==> src/rtl/fifo_pong_unpack_pkg.sv <==
// Shared widths and types for the ping-pong FIFO drain path.
package fifo_pong_unpack_pkg;

  localparam int unsigned WORD_WIDTH = 704;
  localparam int unsigned BEAT_WIDTH = 32;
  localparam int unsigned BEATS      = WORD_WIDTH / BEAT_WIDTH;
  localparam int unsigned CNT_WIDTH  = 5;

  typedef logic [WORD_WIDTH-1:0] word_t;
  typedef logic [BEAT_WIDTH-1:0] beat_t;
  typedef logic [CNT_WIDTH-1:0]  cnt_t;

  localparam cnt_t LAST_CNT = CNT_WIDTH'(BEATS - 1);

  typedef enum logic {
    ST_EMPTY = 1'b0,
    ST_HOLD  = 1'b1
  } state_e;

endpackage

==> src/rtl/fifo_pong_unpack_if.sv <==
// Upstream first/deq and downstream beat first/deq handshakes.
interface fifo_pong_unpack_if;
  import fifo_pong_unpack_pkg::*;

  word_t src_first;
  logic  src_first__RDY;
  logic  src_deq__RDY;
  logic  src_deq__ENA;
  beat_t out_first;
  logic  out_first__RDY;
  logic  out_last;
  logic  out_deq__ENA;
  logic  out_deq__RDY;

  // Unpacker side
  modport master (
    input  src_first, src_first__RDY, src_deq__RDY, out_deq__ENA,
    output src_deq__ENA, out_first, out_first__RDY, out_last, out_deq__RDY
  );

  // Environment side: upstream FIFO plus narrow consumer
  modport slave (
    output src_first, src_first__RDY, src_deq__RDY, out_deq__ENA,
    input  src_deq__ENA, out_first, out_first__RDY, out_last, out_deq__RDY
  );

endinterface

==> src/rtl/fifo_pong_unpack.sv <==
// Splits each 704-bit upstream element into 22 32-bit beats, LSB beat first,
// reloading on the last beat so back-to-back elements leave no bubble.
module fifo_pong_unpack
  import fifo_pong_unpack_pkg::*;
(
  input logic                CLK,
  input logic                nRST,
  fifo_pong_unpack_if.master bus
);

  state_e state_q, state_d;
  word_t  shreg_q, shreg_d;
  cnt_t   cnt_q,   cnt_d;
  logic   full, last_beat, deq_int, take;

  // State register, shift register and beat counter
  always_ff @(posedge CLK or negedge nRST) begin
    if (!nRST) begin
      state_q <= ST_EMPTY;
      shreg_q <= '0;
      cnt_q   <= '0;
    end else begin
      state_q <= state_d;
      shreg_q <= shreg_d;
      cnt_q   <= cnt_d;
    end
  end

  // Next state; upstream pop is gated by reset so a held reset never reads ahead
  always_comb begin
    state_d   = state_q;
    shreg_d   = shreg_q;
    cnt_d     = cnt_q;
    full      = (state_q == ST_HOLD);
    last_beat = (cnt_q == LAST_CNT);
    deq_int   = bus.out_deq__ENA & full;
    take      = nRST & bus.src_first__RDY & bus.src_deq__RDY
              & (~full | (deq_int & last_beat));

    case (state_q)
      ST_EMPTY: begin
        if (take) begin
          state_d = ST_HOLD;
          shreg_d = bus.src_first;
          cnt_d   = '0;
        end
      end
      ST_HOLD: begin
        if (deq_int) begin
          if (!last_beat) begin
            shreg_d = shreg_q >> BEAT_WIDTH;
            cnt_d   = cnt_q + CNT_WIDTH'(1);
          end else if (take) begin
            shreg_d = bus.src_first;
            cnt_d   = '0;
          end else begin
            state_d = ST_EMPTY;
            shreg_d = '0;
            cnt_d   = '0;
          end
        end
      end
      default: begin
        state_d = ST_EMPTY;
        shreg_d = '0;
        cnt_d   = '0;
      end
    endcase
  end

  // Outputs decode registered state; only the pop strobe sees inputs
  assign bus.src_deq__ENA   = take;
  assign bus.out_first      = shreg_q[BEAT_WIDTH-1:0];
  assign bus.out_first__RDY = full;
  assign bus.out_deq__RDY   = full;
  assign bus.out_last       = full & last_beat;

endmodule

==> src/flat_wrapper.sv <==
// flat-port wrapper written by rule: the top's interface ports become plain ports
module fifo_pong_unpack_flat import fifo_pong_unpack_pkg::*;
  (CLK, nRST, bus_src_first, bus_src_first__RDY, bus_src_deq__RDY, bus_out_deq__ENA, bus_src_deq__ENA, bus_out_first, bus_out_first__RDY, bus_out_last, bus_out_deq__RDY);
  fifo_pong_unpack_if bus_i ();
  input logic CLK;
  input logic nRST;
  input wire logic [$bits(bus_i.src_first)-1:0] bus_src_first;
  input wire logic [$bits(bus_i.src_first__RDY)-1:0] bus_src_first__RDY;
  input wire logic [$bits(bus_i.src_deq__RDY)-1:0] bus_src_deq__RDY;
  input wire logic [$bits(bus_i.out_deq__ENA)-1:0] bus_out_deq__ENA;
  output wire logic [$bits(bus_i.src_deq__ENA)-1:0] bus_src_deq__ENA;
  output wire logic [$bits(bus_i.out_first)-1:0] bus_out_first;
  output wire logic [$bits(bus_i.out_first__RDY)-1:0] bus_out_first__RDY;
  output wire logic [$bits(bus_i.out_last)-1:0] bus_out_last;
  output wire logic [$bits(bus_i.out_deq__RDY)-1:0] bus_out_deq__RDY;
  assign bus_i.src_first = bus_src_first;
  assign bus_i.src_first__RDY = bus_src_first__RDY;
  assign bus_i.src_deq__RDY = bus_src_deq__RDY;
  assign bus_i.out_deq__ENA = bus_out_deq__ENA;
  assign bus_src_deq__ENA = bus_i.src_deq__ENA;
  assign bus_out_first = bus_i.out_first;
  assign bus_out_first__RDY = bus_i.out_first__RDY;
  assign bus_out_last = bus_i.out_last;
  assign bus_out_deq__RDY = bus_i.out_deq__RDY;
  fifo_pong_unpack u_core (.CLK(CLK), .nRST(nRST), .bus(bus_i));
endmodule
==> config.mk <==
export PLATFORM = sky130hd
export DESIGN_NAME = fifo_pong_unpack_flat
export DESIGN_NICKNAME = d
export VERILOG_FILES = /design/src/rtl/fifo_pong_unpack_pkg.sv /design/src/rtl/fifo_pong_unpack_if.sv /design/src/rtl/fifo_pong_unpack.sv /design/src/flat_wrapper.sv
export SDC_FILE = /design/constraint.sdc
export NUM_CORES = 2
export LEC_CHECK = 0
export CAP_MARGIN = 40
export CORE_AREA = 5 5 283 285
export CTS_BUF_LIST = sky130_fd_sc_hd__clkbuf_16
export DETAILED_ROUTE_END_ITERATION = 7
export DIE_AREA = 0 0 288 290
export PLACE_DENSITY_LB_ADDON = 0.12
export REMOVE_ABC_BUFFERS = 1
export SYNTH_ARGS = -nofsm -noshare
export SYNTH_HDL_FRONTEND = slang
export SYNTH_SLANG_ARGS = --single-unit
==> constraint.sdc <==
create_clock -name CLK -period 2.62 [get_ports CLK]
set_clock_uncertainty 0.1 [all_clocks]
set_input_delay 0.655 -clock CLK [delete_from_list [all_inputs] [get_ports CLK]]
set_output_delay 0.655 -clock CLK [all_outputs]
set_load 0.05 [all_outputs]
==> out/results.ini <==
[pwr]
p_leak_nw=21.5
p_per_area_nw_per_um2=821
ir_worst_vdd_v=0.000549

[cts]
max-clock-path-buffers=3
path_clk_slew_ns=0.06
clockRootBuffer=clkbuf_16
clock_latency_ns=0.60
clock_sinks=710
htree_levels=3
tritoncts=built
numCtsBuffers=79

[route]
via_per_inst=6.05
vias=25600
wl_per_cell_um=25.1
ant_nets=0
firstDrtPassIters=6
drc=0
drtIter0Drc=2574
routed_wl_mm=106

[sta]
fin_crit_sh_pct=98.8
final_max_slew_viol_count=0
period_needed_ns=2.59
fin_tns_setup_ns=0
rsz0062_at_grt=true
setup_viol=0
slew_headroom_pct=34.1
finalHoldViolations=0
tightest_slew_ns=0.988
fmax_mhz=386

[die]
die_w_um=288
coreArea_um2=77100
start_util_pct=39.9
die_h_um=290
num_rows=102
die_area_um2=83500
ios=745

[final_layout]
instances_no_fill=4237
postLayoutCellArea_um2=42200
drive_gt1_share_pct=8.18
final_cell_mix=clkdlybuf4s50_1, dfrtp_1, and3_1
area.growth.synth_to_final_pct=37.3
final_common_cell=clkdlybuf4s50_1
fin_nets=3799

[worst_setup_path]
cp.arrival_ns=1.83
crit_chain=inv_2, ha_4, nand4b_4, o21ai_4, buf_12
cp_slowest_cell=dfrtp_1
cpPeakStageDelay_ns=0.40
required_ns=1.87
path_class=reg -> out
crit_path_start_kind=flop
worst-path-max-fanout=4
end_kind=primary output

[global_route]
grt_pass1_wl_mm=162
grt.total_usage_pct=24.3
overflow=0
antenna_found_initial=64
grt_pass1_vias=26000
grt_max_degree=163

[placement]
io_buffers=744
dp.cells=4040
post-dp-hpwl_mm=73.4
gp_congestion=0.870
placed_area_um2=39700

[synthesis]
synth-seq-area-share_pct=57.8
synth_edf_count=0
avgSynthCellArea_um2=12.5
synth_cells=2458
yosys.area_share.xor_xnor_pct=0
synth_async_sr_flop_share_pct=100
synth-simple-area-share_pct=14.0
ys_warn_count=0
synthAdderAreaFrac_pct=0.0813
synth_area_um2=30800
synth_top_family_by_area=compound AO/OA/AOI/OAI gates
yosysUniqueCellTypes=27
synth-compound-area-share_pct=23.0
synthMuxAreaShare_pct=0
ys_ff_latch=710
synth_flop_cell=dfrtp_1

[status]
status=complete, no violations

[min_path]
hold_class=in -> reg

[flow_run]
cap_violations=0

through the flow:
stage	hold slack [ns]	util [%]	total power, W	setup WS (ns)
2_1_floorplan	0.259	-	0.0206	-66.25
3_3_place_gp	0.347	51.5	0.0242	-0.0820
3_5_place_dp	0.346	51.5	0.0245	-0.0909
4_1_cts	0.136	54.6	0.0349	-0.0440
5_1_grt	0.183	54.8	0.0365	-0.0611
6_report	0.190	54.8	0.0347	0.0317
state kept, by name (all words and copies together) (netlist names):
signal                   cells
u_core.cnt_q                 5
u_core.shreg_q             704
u_core.bus.out_deq__RDY      1
timing repair:
| action | in CTS | in global routing |
|---|---|---|
| setup buffers | 2 | 4 |
| setup endpoints to repair | 5 | 58 |
| hold buffers | 1 | 0 |
| endpoints found under the hold margin | 55 | 0 |
| resized for setup | 8 | 2 |
| pin swaps | 1 | 1 |
metal layers:
metal	part of all wire, %	track usage, %	up-vias	routed length (µm)
met3	7.3	5.78	197	7740
met2	49	39.2	1050	52400
met1	40	31.5	13100	42500
met5	0.14	0	-	150
met4	3.4	10.3	22	3570
li1	-	-	11300	-
worst paths after layout:
kind / start / to / slack [ns] / depth (start not counted)
worst min-delay path: nRST / u_core.bus.out_deq__RDY / 0.19 / 3
max in group asynchronous: nRST / u_core.shreg_q[338] / 0.35 / 5
min in group asynchronous: nRST / u_core.bus.out_deq__RDY / 0.35 / 2
worst min register to register: u_core.shreg_q[149] / u_core.shreg_q[117] / 0.38 / 1
worst max register to register: u_core.cnt_q[0] / u_core.shreg_q[5] / 0.31 / 7
worst max-delay path: u_core.cnt_q[1] / bus_src_deq__ENA / 0.03 / 5
cells by family after synthesis:
kind of cell | Yosys count
AOI/OAI and AO/OA | 713
DFF | 710
and+or+nand+nor | 691
buffers and inverters | 342
adders and majority gates | 2
area by class of cell:
type / instances / area (µm²)
fill: 6548 / 34800
sequential: 710 / 17800
multi-input combinational: 1406 / 11500
timing repair buffer: 888 / 9270
clock buffer: 79 / 1980
tap: 1040 / 1300
clock inverter: 57 / 330
antenna: 54 / 135
inverter: 3 / 11.3
report_power, final:
group / switching [W] / internal, W
Sequential: 0.00181 / 0.0141
Combinational: 0.00377 / 0.00484
Clock: 0.00447 / 0.00566
synth_stat cells, drive strengths merged, types with 2 or more instances:
library cell,n,area [µm²]
dfrtp,710,17800
and3,673,4210
a221o,672,6730
clkbuf,209,785
buf,130,795
a22o,32,280
nand3,5,25.0
nand2,4,15.0
and2,3,18.8
inv,3,11.3
o21ai,3,15.0
a31oi,2,12.5
ha,2,25.0
nand4b,2,23.8
worst max-delay path, delay by kind of cell (launching register included):
kind | cells | cell delay, ns
compound gates | 1 | 0.27
fa+ha+maj | 1 | 0.13
buf+inv | 2 | 0.25
flops | 1 | 0.40
simple gates | 1 | 0.17
Power figures use the tool's default switching activity.
